### src/rtl/proc_pkg.sv
// -----------------------------------------------------------------------------
// proc_pkg
// Shared definitions for the processor front end: opcode encodings, the fetch
// state machine encoding and the instruction-length rule used by both the
// fetch stage and the decoder.
// -----------------------------------------------------------------------------
package proc_pkg;

  localparam int ADDR_W = 8;
  localparam int DATA_W = 8;
  localparam int OP_W   = 4;

  // Opcode map (byte0[7:4]). 4'b1111 is undefined and is passed through as
  // a one-byte instruction; the decoder is responsible for flagging it.
  localparam logic [OP_W-1:0] OP_ADD   = 4'b0000;
  localparam logic [OP_W-1:0] OP_SUB   = 4'b0001;
  localparam logic [OP_W-1:0] OP_AND   = 4'b0010;
  localparam logic [OP_W-1:0] OP_LDI   = 4'b0011;
  localparam logic [OP_W-1:0] OP_LD    = 4'b0100;
  localparam logic [OP_W-1:0] OP_ST    = 4'b0101;
  localparam logic [OP_W-1:0] OP_OR    = 4'b0110;
  localparam logic [OP_W-1:0] OP_XOR   = 4'b0111;
  localparam logic [OP_W-1:0] OP_JMP   = 4'b1000;
  localparam logic [OP_W-1:0] OP_JZ    = 4'b1001;
  localparam logic [OP_W-1:0] OP_CALL  = 4'b1010;
  localparam logic [OP_W-1:0] OP_RET   = 4'b1011;
  localparam logic [OP_W-1:0] OP_UNDEF = 4'b1111;

  // Fetch sequencer states:
  //   F_OP  : strobe read of byte0     W_OP  : capture byte0
  //   F_OPR : strobe read of operand   W_OPR : capture operand
  //   HOLD  : present instruction to the decoder
  typedef enum logic [2:0] {
    F_OP  = 3'd0,
    W_OP  = 3'd1,
    F_OPR = 3'd2,
    W_OPR = 3'd3,
    HOLD  = 3'd4
  } fetch_state_e;

  // Opcodes that carry an 8-bit operand in the following byte.
  function automatic logic is_two_byte(input logic [OP_W-1:0] opcode);
    case (opcode)
      OP_LDI, OP_LD, OP_ST, OP_JMP, OP_JZ, OP_CALL: return 1'b1;
      default:                                      return 1'b0;
    endcase
  endfunction

endpackage

### src/rtl/instr_len_decode.sv
// -----------------------------------------------------------------------------
// instr_len_decode
// Combinational opcode -> instruction length decode, shared between the fetch
// stage and the decoder so both agree on which opcodes carry an operand byte.
//
// Ports:
//   opcode    in   4  opcode field (byte0[7:4])
//   two_byte  out  1  1 = opcode is followed by an operand byte
// -----------------------------------------------------------------------------
module instr_len_decode
  import proc_pkg::*;
(
  input  logic [OP_W-1:0] opcode,
  output logic            two_byte
);

  assign two_byte = is_two_byte(opcode);

endmodule

### src/rtl/instr_fetch.sv
// -----------------------------------------------------------------------------
// instr_fetch
// Fetch stage between program memory and the instruction decoder. Walks the
// PC through memory, reads one or two bytes per instruction, and holds the
// assembled instruction under a valid/ready handshake. Redirects from the
// execute stage reload the PC and abandon any fetch in progress.
//
// Ports:
//   clk          in   1  clock, all state changes on rising edge
//   rst          in   1  synchronous active-high reset
//   mem_read     out  1  read strobe to memory
//   mem_addr     out  8  byte address to memory
//   mem_data     in   8  read data, valid the cycle after mem_read
//   instr_valid  out  1  instruction available to decoder
//   instr_ready  in   1  decoder accepts instruction this cycle
//   opcode       out  4  byte0[7:4]
//   rd           out  2  byte0[3:2]
//   rs           out  2  byte0[1:0]
//   operand      out  8  byte1 for two-byte opcodes, else 8'h00
//   instr_pc     out  8  address of byte0
//   redirect     in   1  load redirect_pc and flush
//   redirect_pc  in   8  redirect target
//   fetch_err    out  1  one-cycle pulse: redirect target outside memory
// -----------------------------------------------------------------------------
module instr_fetch
  import proc_pkg::*;
#(
  parameter int              MEM_DEPTH = 24,
  parameter logic [ADDR_W-1:0] RESET_PC = '0
) (
  input  logic              clk,
  input  logic              rst,
  output logic              mem_read,
  output logic [ADDR_W-1:0] mem_addr,
  input  logic [DATA_W-1:0] mem_data,
  output logic              instr_valid,
  input  logic              instr_ready,
  output logic [OP_W-1:0]   opcode,
  output logic [1:0]        rd,
  output logic [1:0]        rs,
  output logic [DATA_W-1:0] operand,
  output logic [ADDR_W-1:0] instr_pc,
  input  logic              redirect,
  input  logic [ADDR_W-1:0] redirect_pc,
  output logic              fetch_err
);

  localparam logic [ADDR_W-1:0] LAST_PC = ADDR_W'(MEM_DEPTH - 1);

  fetch_state_e      state_q, state_d;
  logic [ADDR_W-1:0] pc_q, pc_d;
  logic [DATA_W-1:0] byte0_q, byte0_d;
  logic [DATA_W-1:0] byte1_q, byte1_d;
  logic [ADDR_W-1:0] instr_pc_q, instr_pc_d;
  logic [ADDR_W-1:0] mem_addr_q;
  logic              fetch_err_q, fetch_err_d;
  logic [ADDR_W-1:0] pc_inc;
  logic              two_byte;

  instr_len_decode u_len_decode (
    .opcode   (mem_data[7:4]),
    .two_byte (two_byte)
  );

  assign pc_inc = (pc_q == LAST_PC) ? '0 : pc_q + 1'b1;

  // NOTE: every signal driven here gets a default first, so no path through
  // the case statement leaves one unassigned and no latch is inferred.
  always_comb begin
    state_d     = state_q;
    pc_d        = pc_q;
    byte0_d     = byte0_q;
    byte1_d     = byte1_q;
    instr_pc_d  = instr_pc_q;
    fetch_err_d = 1'b0;
    mem_read    = 1'b0;
    mem_addr    = mem_addr_q;
    instr_valid = 1'b0;

    case (state_q)
      F_OP: begin
        mem_read = 1'b1;
        mem_addr = pc_q;
        state_d  = W_OP;
      end
      W_OP: begin
        byte0_d    = mem_data;
        byte1_d    = '0;
        instr_pc_d = pc_q;
        pc_d       = pc_inc;
        state_d    = two_byte ? F_OPR : HOLD;
      end
      F_OPR: begin
        mem_read = 1'b1;
        mem_addr = pc_q;
        state_d  = W_OPR;
      end
      W_OPR: begin
        byte1_d = mem_data;
        pc_d    = pc_inc;
        state_d = HOLD;
      end
      HOLD: begin
        instr_valid = 1'b1;
        if (instr_ready) state_d = F_OP;
      end
      default: state_d = F_OP;
    endcase

    // Redirect wins over the normal sequence; any half-assembled instruction
    // is abandoned because the FSM restarts at F_OP. An in-HOLD instruction
    // that is accepted in the same cycle is still consumed by the decoder.
    if (redirect) begin
      state_d = F_OP;
      if (redirect_pc > LAST_PC) begin
        pc_d        = '0;
        fetch_err_d = 1'b1;
      end else begin
        pc_d = redirect_pc;
      end
    end

    // The memory resets on the same rst, so no read is issued while it is
    // held; the address keeps its last value.
    if (rst) begin
      mem_read = 1'b0;
      mem_addr = mem_addr_q;
    end
  end

  // NOTE: sequential state uses non-blocking assignments so every register
  // samples its next value from the same pre-edge snapshot.
  always_ff @(posedge clk) begin
    if (rst) begin
      state_q     <= F_OP;
      pc_q        <= RESET_PC;
      byte0_q     <= '0;
      byte1_q     <= '0;
      instr_pc_q  <= '0;
      mem_addr_q  <= '0;
      fetch_err_q <= 1'b0;
    end else begin
      state_q     <= state_d;
      pc_q        <= pc_d;
      byte0_q     <= byte0_d;
      byte1_q     <= byte1_d;
      instr_pc_q  <= instr_pc_d;
      mem_addr_q  <= mem_addr;
      fetch_err_q <= fetch_err_d;
    end
  end

  assign opcode    = byte0_q[7:4];
  assign rd        = byte0_q[3:2];
  assign rs        = byte0_q[1:0];
  assign operand   = byte1_q;
  assign instr_pc  = instr_pc_q;
  assign fetch_err = fetch_err_q;

endmodule

### config.mk
export PLATFORM = sky130hd
export DESIGN_NAME = instr_fetch
export DESIGN_NICKNAME = d
export VERILOG_FILES = /design/src/rtl/proc_pkg.sv /design/src/rtl/instr_len_decode.sv /design/src/rtl/instr_fetch.sv
export SDC_FILE = /design/constraint.sdc
export NUM_CORES = 1
export LEC_CHECK = 0
export BUFFER_PORTS_ARGS = -buffer_cell sky130_fd_sc_hd__clkbuf_2
export CAP_MARGIN = 20
export CORE_MARGIN = 2
export CORE_UTILIZATION = 51
export DETAILED_ROUTE_END_ITERATION = 12
export PLACE_DENSITY = 0.85
export SETUP_SLACK_MARGIN = 0.1
export SYNTH_ARGS = -nofsm -noshare
export SYNTH_HDL_FRONTEND = slang
export SYNTH_SLANG_ARGS = --single-unit
### constraint.sdc
create_clock -name clk -period 1.7 [get_ports clk]
set_input_delay 0.085 -clock clk [delete_from_list [all_inputs] [get_ports clk]]
set_output_delay 0.085 -clock clk [all_outputs]
set_load 0.05 [all_outputs]
# Word-level counts from Yosys, hierarchy flattened
# Cells that the tools add are included.
[word_totals] in_bits=20 register_bits=44 out_inout_bits=35 elab_cells=45
[classes] muxes=15 add_sub_neg=1 n_reduce_logical=8 n_lt_le_gt_ge=1 eq_ne=12 n_bitwise=1
[op_table] cell="$mux W8" count=6
[op_table] cell="$pmux W8 S2" count=1
[op_table] cell="$pmux W3 S5" count=1
[op_table] cell="$eq A4 B4 Y1 const B" count=3
[op_table] cell="$add A8 B1 Y8 const B" count=1
[op_table] cell="$eq A4 B3 Y1 const B" count=2
[op_table] cell="$eq A8 B5 Y1 const B" count=1
[op_table] cell="$gt A8 B5 Y1 const B" count=1
[op_table] cell="$reduce_or A2 Y1" count=4
[op_table] cell="$eq A3 B2 Y1 const B" count=2
[op_table] cell="$mux W3" count=2
[op_table] cell="$reduce_or A6 Y1" count=1
[op_table] cell="$mux W1" count=5
[op_table] cell="$eq A4 B2 Y1 const B" count=1
[op_table] cell="$reduce_bool A2 Y1" count=2
[op_table] cell="$eq A3 B1 Y1 const B" count=1
[op_table] cell="$eq A3 B3 Y1 const B" count=1
[op_table] cell="$logic_not A3 Y1" count=1
[op_table] cell="$ne A2 B2 Y1 const B" count=1
[op_table] cell="$not A1 Y1" count=1

# Depth between registers and ports, before layout
# Gate-level depths: netlist of the first run.
[logic_depth] ltp_word=5 mapped_depth=7 depth_no_buf=5

# Hierarchy
# Synthesis of the first run repeated with hierarchy kept, for this count alone.
[unflattened] cells_unflattened=235 area_unflattened_um2=1959.4
[by_module_without_submodules] mod="instr_fetch" seq_area_each_um2=880.8 area_per_inst_um2=1924.3 n_inst=1 cells_per_inst=231
[by_module_without_submodules] mod="instr_len_decode" seq_area_each_um2=0.0 area_per_inst_um2=35.0 n_inst=1 cells_per_inst=4

# Worst setup path after synthesis of the first run
# OpenSTA, ideal clock, no wires.
[synth_timing] path_kind="register -> register" start="register state_q[2]" end="register state_q[2]" period_less_slack_ns=2.150 t_required_ns=1.630 path_buffers=0 arrival_ns=2.080 stages_incl_launch_ff=5 path_slack_ns=-0.450 path_cell_list="dfxtp_1 nor3b_1 nor2b_1 o21ai_0 a21oi_1"
[synth_via] elab_chain_cells=2 elab_cells_between_ends=7 cone_classes="5 x eq/ne; 1 x mux; 1 x reduce/logical"
[synth_rtl] element="from (decl)" line_no="instr_fetch.sv:50" text="fetch_state_e state_q, state_d;"
[synth_rtl] element="from (signal assigned)" line_no="instr_fetch.sv:143" text="state_q <= state_d;"
[synth_rtl] element="$eq A3 B3 Y1 (tied with other cells)" line_no="instr_fetch.sv:80" text="case (state_q)"
[synth_rtl] element="$pmux W3 S5 or $ne A2 B2 Y1 (tied branches)"
# Several ways; a longest one is shown, not always the timed one.
# A chain may end at the register's enable or synchronous reset.

# Worst setup path after layout of the first run
[layout_timing] start="register state_q[0]" end="output port mem_addr[3]"
[layout_via] elab_chain_cells=4 elab_cells_between_ends=5 cone_classes="1 x eq/ne; 2 x mux; 2 x reduce/logical"
[layout_rtl] element="$eq A3 B2 Y1 or $logic_not A3 Y1 (tied branches)" line_no="instr_fetch.sv:80"
[layout_rtl] element="$reduce_or A2 Y1 (no line) *"
[layout_rtl] element="$mux W8 *" line_no="instr_fetch.sv:80"
[layout_rtl] element="$mux W8 *" line_no="instr_fetch.sv:125" text="if (rst) begin"
[layout_rtl] element="to (decl)" line_no="instr_fetch.sv:34" text="output logic [ADDR_W-1:0] mem_addr,"
# Every way passes the cells marked *; elsewhere a longest branch is shown, timed or not.

==> flow_metrics.py, run 1 <==
metrics = {
    "sta": {
        "setup_tns_ns": 0,
        "slew_headroom_pct": 61.25,
        "period_share_pct": 93.67,
        "finalWorstPathRequiredPeriod_ns": 1.592,
        "worst_pin_slew_ns": 0.5813,
        "finalClockSkew_ns": 0.007009,
        "holdWs_ns": 0.02770,
        "finalMaxSlewViolations": 0,
        "setup_viol": 0,
        "rsz0062_at_grt": "yes",
        "fmax_mhz": 628.0,
        "final_hold_viol_count": 0,
    },
    "yosys": {
        "syn_nets": 260,
        "synth_edf_count": 0,
        "ys_ff_latch": 44,
        "netlist_instances": 239,
        "synthFlopType": "dfxtp_1",
        "avgSynthCellArea_um2": 8.371,
        "ys_async_sr_fraction_pct": 0,
        "synth_warnings": 0,
        "syn-cell-area_um2": 2001,
        "ys_seq_area_share_pct": 44.03,
        "synth_cell_type_count": 44,
    },
    "hold_path": {
        "hold_path_end": "byte0_q[0]",
        "hp-class": "input pin to flip-flop",
        "min-delay-start": "mem_data[0]",
        "min_path_cells": 3,
    },
    "grt": {
        "use_met3_pct": 7.601,
        "overflow": 0,
        "busiest_layer": "met2",
        "grtUsageTotal_pct": 24.18,
        "grt_pass1_wl_um": 8100,
        "use_met2_pct": 39.88,
        "grt_max_degree": 43,
        "grt_pass1_vias": 1810,
        "antenna_found_initial": 0,
        "grt_use_met1_pct": 30.02,
    },
    "placement": {
        "gp_congestion": 0.7993,
        "port_buffers": 54,
        "hpwl_um": 3380,
    },
    "cts": {
        "cts_sinks": 44,
        "clk_path_buf_depth": 2,
        "holdBufCountCts": 0,
        "cts_root_buffer": "clkbuf_8",
        "cts_inserted_buffers": 5,
        "cts_tree": "built",
        "cts.reportedPaths.clkPinSlew_ns": 0.08,
        "clk_latency_ns": 0.30,
        "htreeDepth": 2,
    },
    "pwr": {
        "vdd_ir_drop_max_v": 0.0007492,
        "p_per_area_nw_per_um2": 773.0,
        "p_leak_nw": 1.043,
    },
    "route": {
        "drcViolationCount": 0,
        "vias": 1932,
        "wl_per_cell_um": 14.65,
        "wirelength_um": 5083,
        "drt_iter0_drc": 169,
        "ant_nets": 0,
        "dr.pass1.iters": 4,
        "via_per_inst": 5.568,
    },
    "setup_path": {
        "required_ns": 1.62,
        "crit_path_cell_trace": "nor3_4, buf_6, mux2_4, buf_8",
        "cp-start-kind": "flip-flop",
        "crit_fanout": 5,
        "cp.arrival_ns": 1.51,
        "cp_slowest_cell": "dfxtp_4",
        "cp_top_family": "flip-flops",
        "r2r_end": "pc_q[5]",
        "end_kind": "primary output",
        "rr_startpoint": "pc_q[0]",
        "rrSetupSlack_ns": 0.23,
        "cpPeakStageDelay_ns": 0.37,
        "crit_type": "flip-flop to primary output",
        "cp.buffers_inverters": 2,
        "r2r_cells": 4,
    },
    "floorplanning": {
        "ioPinCount": 55,
        "row_count": 22,
        "die-area_um2": 4440,
        "die_h_um": 66.63,
        "core_area_um2": 3716,
        "start_util_pct": 53.84,
        "die_w_um": 66.63,
    },
    "finish": {
        "fin_nets": 320,
        "drive_above_1_share_pct": 33.11,
        "syn_to_final_growth_pct": 29.14,
        "fill_cells": 292,
        "final_common_cell": "nand2_1",
        "final_cell_mix": "nand2_1, clkbuf_2, dfxtp_1, a21oi_1",
        "diodes": 0,
    },
    "flow_run": {
        "cap_viol_max_count": 0,
    },
    "run_status": {
        "status": "completed",
    },
}
## per-stage QoR
| stage | cells | util, % | total power, mW | worst slack (ns) | instance area [µm²] |
|---|---|---|---|---|---|
| 3_5_place_dp | 338 | 63.54 | 1.381 | 0.1343 | 2361 |
| 4_1_cts | 347 | 67.98 | 1.994 | 0.1101 | 2526 |
| 5_1_grt | 347 | 69.53 | 2.092 | 0.04208 | 2584 |
| 2_1_floorplan | 239 | - | 1.296 | 0.03248 | 2012 |
| 6_report | 347 | 69.53 | 1.997 | 0.1076 | 2584 |
| 3_3_place_gp | 338 | 63.54 | 1.378 | 0.1694 | 2361 |
## kinds of logic (layout without fill, tap and decap cells)
logic type / Yosys count / in the layout / share of synthesized area [%]
mux: 10 / 10 / 5.504
simple gates: 95 / 95 / 22.89
fa+ha+maj: 1 / 1 / 0.6253
xor+xnor: 3 / 3 / 1.314
buf+inv: 20 / 80 / 5.253
flops: 44 / 44 / 44.03
compound gates: 66 / 66 / 20.39
## Yosys cell counts, types with 2 or more instances
| cell type | instances | share of area [%] |
|---|---|---|
| a21oi_1 | 36 | 9.0 |
| a31oi_1 | 2 | 0.63 |
| a32o_1 | 2 | 1.0 |
| buf_2 | 4 | 1.0 |
| buf_6 | 3 | 1.7 |
| clkbuf_1 | 10 | 1.9 |
| clkbuf_2 | 2 | 0.50 |
| dfxtp_1 | 44 | 44 |
| mux2_2 | 8 | 4.5 |
| mux2i_1 | 2 | 1.0 |
| nand2_1 | 52 | 9.8 |
| nand2b_1 | 3 | 0.94 |
| nand3_1 | 9 | 2.3 |
| nand3b_1 | 3 | 1.1 |
| nor2_1 | 7 | 1.3 |
| nor3_1 | 5 | 1.3 |
| nor3b_1 | 2 | 0.75 |
| nor4_1 | 3 | 0.94 |
| o21ai_0 | 16 | 4.0 |
| xor2_1 | 2 | 0.88 |
## final cells by class
type / count / area (µm²) / share of cell area, %
Tap cell: 48 / 60.06 / 2.324
Timing Repair Buffer: 72 / 493.0 / 19.08
Multi-Input combinational cell: 175 / 1064 / 41.16
Clock buffer: 6 / 72.57 / 2.809
Sequential cell: 44 / 885.9 / 34.29
Inverter: 1 / 3.754 / 0.1453
Clock inverter: 1 / 5.005 / 0.1937
## flip-flops by register name, indices dropped and copies added, names as in the netlist
register    flops
fetch_err       1
pc_q            8
state_q         3
operand         8
byte0_q         8
instr_pc        8
mem_addr_q      8
## worst register-to-register path: stages (launching register included)
cell	delay [ns]
dfxtp_1	0.32
ha_1	0.20
and2_2	0.23
and4b_2	0.29
a2111oi_2	0.34
## how the worst max path moves through the flow
stage | slack, ns | from | cells after the start | to
finish | 0.11 | state_q[0] | 4 | mem_addr[3]
global route | 0.04 | state_q[0] | 4 | mem_addr[3]
CTS | 0.11 | state_q[0] | 4 | mem_addr[6]
detailed placement | 0.13 | state_q[2] | 3 | mem_addr[1]
global placement | 0.17 | pc_q[0] | 5 | pc_q[3]
floorplan | 0.03 | state_q[0] | 3 | mem_addr[0]
## timing repair
action,CTS,global route
pin swaps,1,1
gates resized for setup,18,22
setup buffers,2,0
cloned,0,0
setup endpoints to repair,9,10
## per-layer routing
metal	part of all wire [%]	routed length, µm
met1	42	2132
met2	51	2567
met3	7.3	370
met4	0.24	12
met5	0	0
## report_power, final
| part | internal [mW] | total (mW) | switching (mW) |
|---|---|---|---|
| clock network | 0.279 | 0.611 | 0.331 |
| logic | 0.109 | 0.315 | 0.206 |
| registers | 1.05 | 1.07 | 0.0191 |
| total | 1.44 | 2.00 | 0.557 |
Note: power is estimated with default switching activity, not from simulation.
==> run 2: changes to the inputs <==
SYNTH_HIERARCHICAL = 1   (was unset)
==> run 2 against run 1 <==
Effect of this change:
- critical path depth did not move
- fmax down 0.58%
- non-clock buffer count fell by 2
- clock skew increased by 0.0018 ns
- largest power group unchanged
- hold slack got worse by 0.016 ns
- final area down 1.7%
- sequential power hardly changed
- sequential cell count did not move
==> flow_metrics.py, run 2 <==
metrics = {
    "route": {
        "via_per_inst": 5.612,
        "dr.pass1.iters": 4,
        "drcViolationCount": 0,
        "wl_per_cell_um": 14.95,
        "ant_nets": 0,
        "vias": 1925,
        "drt_iter0_drc": 157,
        "wirelength_um": 5128,
    },
    "grt": {
        "grt_max_degree": 43,
        "grt_pass1_wl_um": 8259,
        "antenna_found_initial": 0,
        "overflow": 0,
        "grtUsageTotal_pct": 24.62,
        "grt_pass1_vias": 1735,
    },
    "sta": {
        "holdWs_ns": 0.01141,
        "final_hold_viol_count": 0,
        "finalClockSkew_ns": 0.008799,
        "fmax_mhz": 624.3,
        "worst_pin_slew_ns": 0.5301,
        "setup_viol": 0,
        "finalWorstPathRequiredPeriod_ns": 1.602,
        "slew_headroom_pct": 64.53,
        "setup_tns_ns": 0,
        "rsz0062_at_grt": "yes",
        "finalMaxSlewViolations": 0,
        "period_share_pct": 94.22,
    },
    "cts": {
        "holdBufCountCts": 0,
        "clk_path_buf_depth": 2,
        "clk_latency_ns": 0.31,
        "cts_sinks": 44,
        "cts_inserted_buffers": 5,
        "cts_root_buffer": "clkbuf_8",
        "htreeDepth": 2,
        "cts.reportedPaths.clkPinSlew_ns": 0.09,
        "cts_tree": "built",
    },
    "pwr": {
        "p_per_area_nw_per_um2": 857.2,
        "power_frac_clock_pct": 36.8,
        "p_leak_nw": 1.020,
        "seqPwrFrac_pct": 49.1,
        "vdd_ir_drop_max_v": 0.0005924,
        "p_int_mw": 1.595,
        "swShare_pct": 26.76,
        "comb_power_share_pct": 14.1,
        "p_switching_mw": 0.5826,
    },
    "yosys": {
        "netlist.area_leader.share_pct": 44.96,
        "syn_nets": 256,
        "ys_ff_latch": 44,
        "synthFlopType": "dfxtp_1",
        "avgSynthCellArea_um2": 8.338,
        "synth_cell_type_count": 46,
        "netlist_instances": 235,
        "synth_common_cells": "nand2_1, dfxtp_1, a21oi_1",
        "ys_seq_area_share_pct": 44.96,
        "synth_edf_count": 0,
        "ys_async_sr_fraction_pct": 0,
        "synth.most_common_cell": "nand2_1",
        "synth_top_cell_by_area": "dfxtp_1",
        "synth_warnings": 6,
        "synth_area_leaders": "dfxtp_1, nand2_1, a21oi_1, mux2_2, o21ai_0",
        "syn-cell-area_um2": 1959,
    },
    "floorplanning": {
        "core_area_um2": 3689,
        "row_count": 22,
        "die_h_um": 65.99,
        "die_w_um": 65.99,
        "die-area_um2": 4354,
        "start_util_pct": 53.12,
        "ioPinCount": 55,
    },
    "run_status": {
        "status": "completed",
    },
    "setup_path": {
        "r2r_end": "pc_q[5]",
        "r2r_cells": 4,
        "end_kind": "primary output",
        "cp-start-kind": "flip-flop",
        "cpPeakStageDelay_ns": 0.35,
        "cp.arrival_ns": 1.52,
        "crit_type": "flip-flop to primary output",
        "worstSetupStartpoint": "state_q[0]",
        "rrSetupSlack_ns": 0.16,
        "crit_path_cell_trace": "nor3_4, buf_12, mux2_2, clkbuf_8",
        "cp-endpoint": "mem_addr[0]",
        "required_ns": 1.62,
        "rr_startpoint": "pc_q[0]",
        "crit_fanout": 9,
        "cp_slowest_cell": "dfxtp_2",
    },
    "placement": {
        "placed_cells": 334,
        "port_buffers": 54,
        "hpwl_um": 3326,
        "gp_congestion": 0.8449,
    },
    "finish": {
        "final_cell_mix": "nand2_1, clkbuf_2, dfxtp_1, a21oi_1, buf_4",
        "fill_cells": 304,
        "final_common_cell": "nand2_1",
        "drive_above_1_share_pct": 33.56,
        "multi_input_area_um2": 1012,
        "syn_to_final_growth_pct": 29.63,
        "fin_nets": 315,
        "diodes": 0,
        "fin_cells": 343,
        "register_area_um2": 883.3,
    },
    "hold_path": {
        "hp-class": "input pin to flip-flop",
    },
    "flow_run": {
        "cap_viol_max_count": 0,
    },
}
run 2: cell count changes after synthesis, moves of 2 or more:
cell,delta
a21oi_1,-2
buf_1,+2
buf_2,-2
buf_6,-2
o21ai_0,-3
run 2: per-layer routing:
layer	vias up	GRT usage, %	routed length [µm]
li1	943	-	-
met5	-	0	0
met3	3	6.985	340
met4	0	6.378	39
met1	911	31.02	2203
met2	68	41.41	2544
run 2: worst min path at each step:
| stage | from | endpoint | slack, ns | cells past startpoint |
|---|---|---|---|---|
| detailed placement | mem_data[0] | byte0_q[0] | 0.34 | 3 |
| CTS | mem_data[0] | byte0_q[0] | 0.006 | 3 |
| floorplan | mem_data[0] | byte0_q[0] | 0.22 | 2 |
| global placement | mem_data[3] | byte0_q[3] | 0.34 | 3 |
| finish | mem_data[2] | byte0_q[2] | 0.01 | 3 |
| global route | mem_data[0] | byte0_q[0] | 0.007 | 3 |
run 2: worst max-delay path, delay by kind of cell (launching register included):
family,cells,cell delay [ns]
DFF,1,0.35
and+or+nand+nor,1,0.19
buffers and inverters,2,0.33
muxes,1,0.34
run 2: repair_timing:
action                     CTS  global route
pin swaps                    1             0
resized for setup           18             4
gates cloned                 0             0
setup buffers                1             0
setup endpoints to repair    9            13
run 2: cell families (layout without fill, tap and decap cells):
| logic type | Yosys count | in the layout | share of synthesized area (%) |
|---|---|---|---|
| buf+inv | 19 | 79 | 4.406 |
| fa+ha+maj | 1 | 1 | 0.6385 |
| mux | 11 | 11 | 6.131 |
| xor+xnor | 2 | 2 | 0.8942 |
| flops | 44 | 44 | 44.96 |
| simple gates | 96 | 96 | 23.56 |
| compound gates | 62 | 62 | 19.41 |
run 2: stage by stage:
stage	instance area [µm²]	power [mW]	utilization, %	setup slack [ns]
6_report	2540	2.177	68.86	0.09824
5_1_grt	2540	2.257	68.86	0.03946
4_1_cts	2531	2.179	68.62	0.09696
3_5_place_dp	2331	1.377	63.20	0.1609
3_3_place_gp	2331	1.372	63.20	0.1680
2_1_floorplan	1971	1.285	-	0.06470
run 2: power groups by stage:
stage / registers, mW / clock network, mW / logic [mW]
3_5_place_dp: 1.09 / 0 / 0.284
2_1_floorplan: 1.14 / 0 / 0.149
5_1_grt: 1.07 / 0.855 / 0.329
3_3_place_gp: 1.09 / 0 / 0.280
6_report: 1.07 / 0.801 / 0.306
4_1_cts: 1.07 / 0.808 / 0.302
run 2: layout make-up:
| cell class | instances | share of cell area (%) |
|---|---|---|
| multi-input combinational | 172 | 39.85 |
| sequential | 44 | 34.78 |
| timing repair buffer | 70 | 18.62 |
| clock buffer | 6 | 2.857 |
| tap | 48 | 2.365 |
| clock inverter | 2 | 1.379 |
| inverter | 1 | 0.1478 |
==> run 3: changes to the inputs <==
CORE_UTILIZATION = 30   (was 51)
PLACE_DENSITY = 0.58   (was 0.85)
SYNTH_HIERARCHICAL = unset   (was 1)
TNS_END_PERCENT = 30   (was unset)
==> run 3 against run 2 <==
Effect of this change:
- final area up 5.1%
- wire length up 3.8%
- non-clock buffer count up 5
- via count down 2.4%
- clock power down 1%
- sequential power about the same
- utilization down 27 points
- cell count up 11%
==> flow_metrics.py, run 3 (synthesis results as in run 1) <==
metrics = {
    "run_status": {
        "status": "completed",
    },
    "flow_run": {
        "cap_viol_max_count": 0,
    },
    "route": {
        "dr.pass1.iters": 4,
        "ant_nets": 0,
        "wl_per_cell_um": 14.00,
        "drcViolationCount": 0,
        "via_per_inst": 4.942,
        "vias": 1878,
        "drt_iter0_drc": 132,
        "wirelength_um": 5321,
    },
    "placement": {
        "gp_congestion": 0.7560,
        "hpwl_um": 3784,
        "place_ws_ns": 0.1121,
        "dpl-instance-area_um2": 2405,
        "port_buffers": 54,
    },
    "setup_path": {
        "cp.arrival_ns": 1.50,
        "crit_type": "flip-flop to primary output",
        "crit_fanout": 7,
        "cp_slowest_cell": "dfxtp_4",
        "cp-start-kind": "flip-flop",
        "cpPeakStageDelay_ns": 0.38,
        "end_kind": "primary output",
        "crit_path_cell_trace": "nor3_4, buf_6, mux2_4, buf_8",
        "required_ns": 1.62,
    },
    "sta": {
        "final_hold_viol_count": 0,
        "rsz0062_at_grt": "yes",
        "period_share_pct": 93.32,
        "slew_headroom_pct": 54.56,
        "setup_viol": 0,
        "finalClockSkew_ns": 0.006886,
        "finalWorstPathRequiredPeriod_ns": 1.586,
        "holdWs_ns": 0.02633,
        "fmax_mhz": 630.3,
        "worst_pin_slew_ns": 0.6809,
        "setup_tns_ns": 0,
        "worst_slack_ns": 0.1135,
        "finalMaxSlewViolations": 0,
    },
    "pwr": {
        "vdd_ir_drop_max_v": 0.0004008,
        "p_per_area_nw_per_um2": 819.1,
        "p_leak_nw": 1.070,
    },
    "floorplanning": {
        "row_count": 29,
        "core_area_um2": 6386,
        "die_w_um": 85.67,
        "start_util_pct": 31.33,
        "die-area_um2": 7338,
        "die_h_um": 85.67,
        "ioPinCount": 55,
    },
    "finish": {
        "syn_to_final_growth_pct": 33.40,
        "fin_area_um2": 2669,
        "final_cell_mix": "nand2_1, clkbuf_2, dfxtp_1, a21oi_1, buf_4",
        "final_common_cell": "nand2_1",
        "diodes": 0,
        "fin_nets": 323,
        "drive_above_1_share_pct": 34.32,
        "fill_cells": 651,
    },
    "cts": {
        "clk_path_buf_depth": 2,
        "cts_inserted_buffers": 5,
        "cts_root_buffer": "clkbuf_8",
        "cts.reportedPaths.clkPinSlew_ns": 0.08,
        "clk_latency_ns": 0.29,
        "cts_tree": "built",
        "htreeDepth": 2,
        "cts_sinks": 44,
    },
    "grt": {
        "grtUsageTotal_pct": 15.14,
        "grt_pass1_wl_um": 8694,
        "grt_max_degree": 43,
        "antenna_found_initial": 0,
        "overflow": 0,
        "grt_pass1_vias": 1754,
    },
    "hold_path": {
        "hp-class": "input pin to flip-flop",
    },
}
## run 3: changes by cell type in the layout (fill, tap and decap cells not counted), moves of 2 or more
cell / change
a21oi_1: +2
buf_4: +4
mux2_2: -8
buf_8: +8
buf_6: +2
mux2_4: +8
o21ai_0: +3
clkbuf_8: -8
## run 3: report_power, final
| part | switching [mW] | internal [mW] |
|---|---|---|
| sequential | 0.0192 | 1.05 |
| combinational | 0.207 | 0.114 |
| clock | 0.357 | 0.436 |
## run 3: metal layers
| layer | GRT usage, % | vias to the layer above | share of wire, % |
|---|---|---|---|
| met5 | 0 | - | 0 |
| met4 | 4.329 | 0 | 0.41 |
| met3 | 4.812 | 2 | 5.8 |
| met2 | 24.79 | 50 | 49 |
| met1 | 19.19 | 866 | 45 |
| li1 | - | 960 | - |
## run 3: worst paths after layout
path,cells past startpoint,slack (ns),start,endpoint
worst min register to register,2,0.46,operand[5],operand[5]
worst min-delay path,3,0.03,mem_data[0],byte0_q[0]
worst max-delay path,4,0.11,state_q[2],mem_addr[7]
worst max register to register,4,0.21,pc_q[0],pc_q[5]
## run 3: area by class of cell
cell class                      instances  area, µm²  share of cell area [%]
Clock inverter                          2      35.03                   1.313
Inverter                                1      3.754                  0.1406
Tap cell                               77      96.34                   3.610
Timing Repair Buffer                   75      515.5                   19.32
Sequential cell                        44      887.1                   33.24
Multi-Input combinational cell        175       1059                   39.66
Clock buffer                            6      72.57                   2.719
## run 3: timing repair
item	in CTS	in global routing
hold buffers	0	0
setup buffers	2	2
gates resized for setup	18	22
endpoints found under the setup margin	10	16
pin swaps	1	1
## run 3: through the flow
step                util [%]  std cells  power, mW
finish                 41.79        380      2.186
global route           41.79        380      2.294
CTS                    40.71        378      2.204
detailed placement     37.66        368      1.390
global placement       37.66        368      1.388
floorplan                  -        239      1.296
## run 3: critical path, delay by kind of cell (launching register included)
| family | cells | cell delay [ns] |
|---|---|---|
| and+or+nand+nor | 1 | 0.21 |
| DFF | 1 | 0.38 |
| buffers and inverters | 2 | 0.31 |
| muxes | 1 | 0.31 |
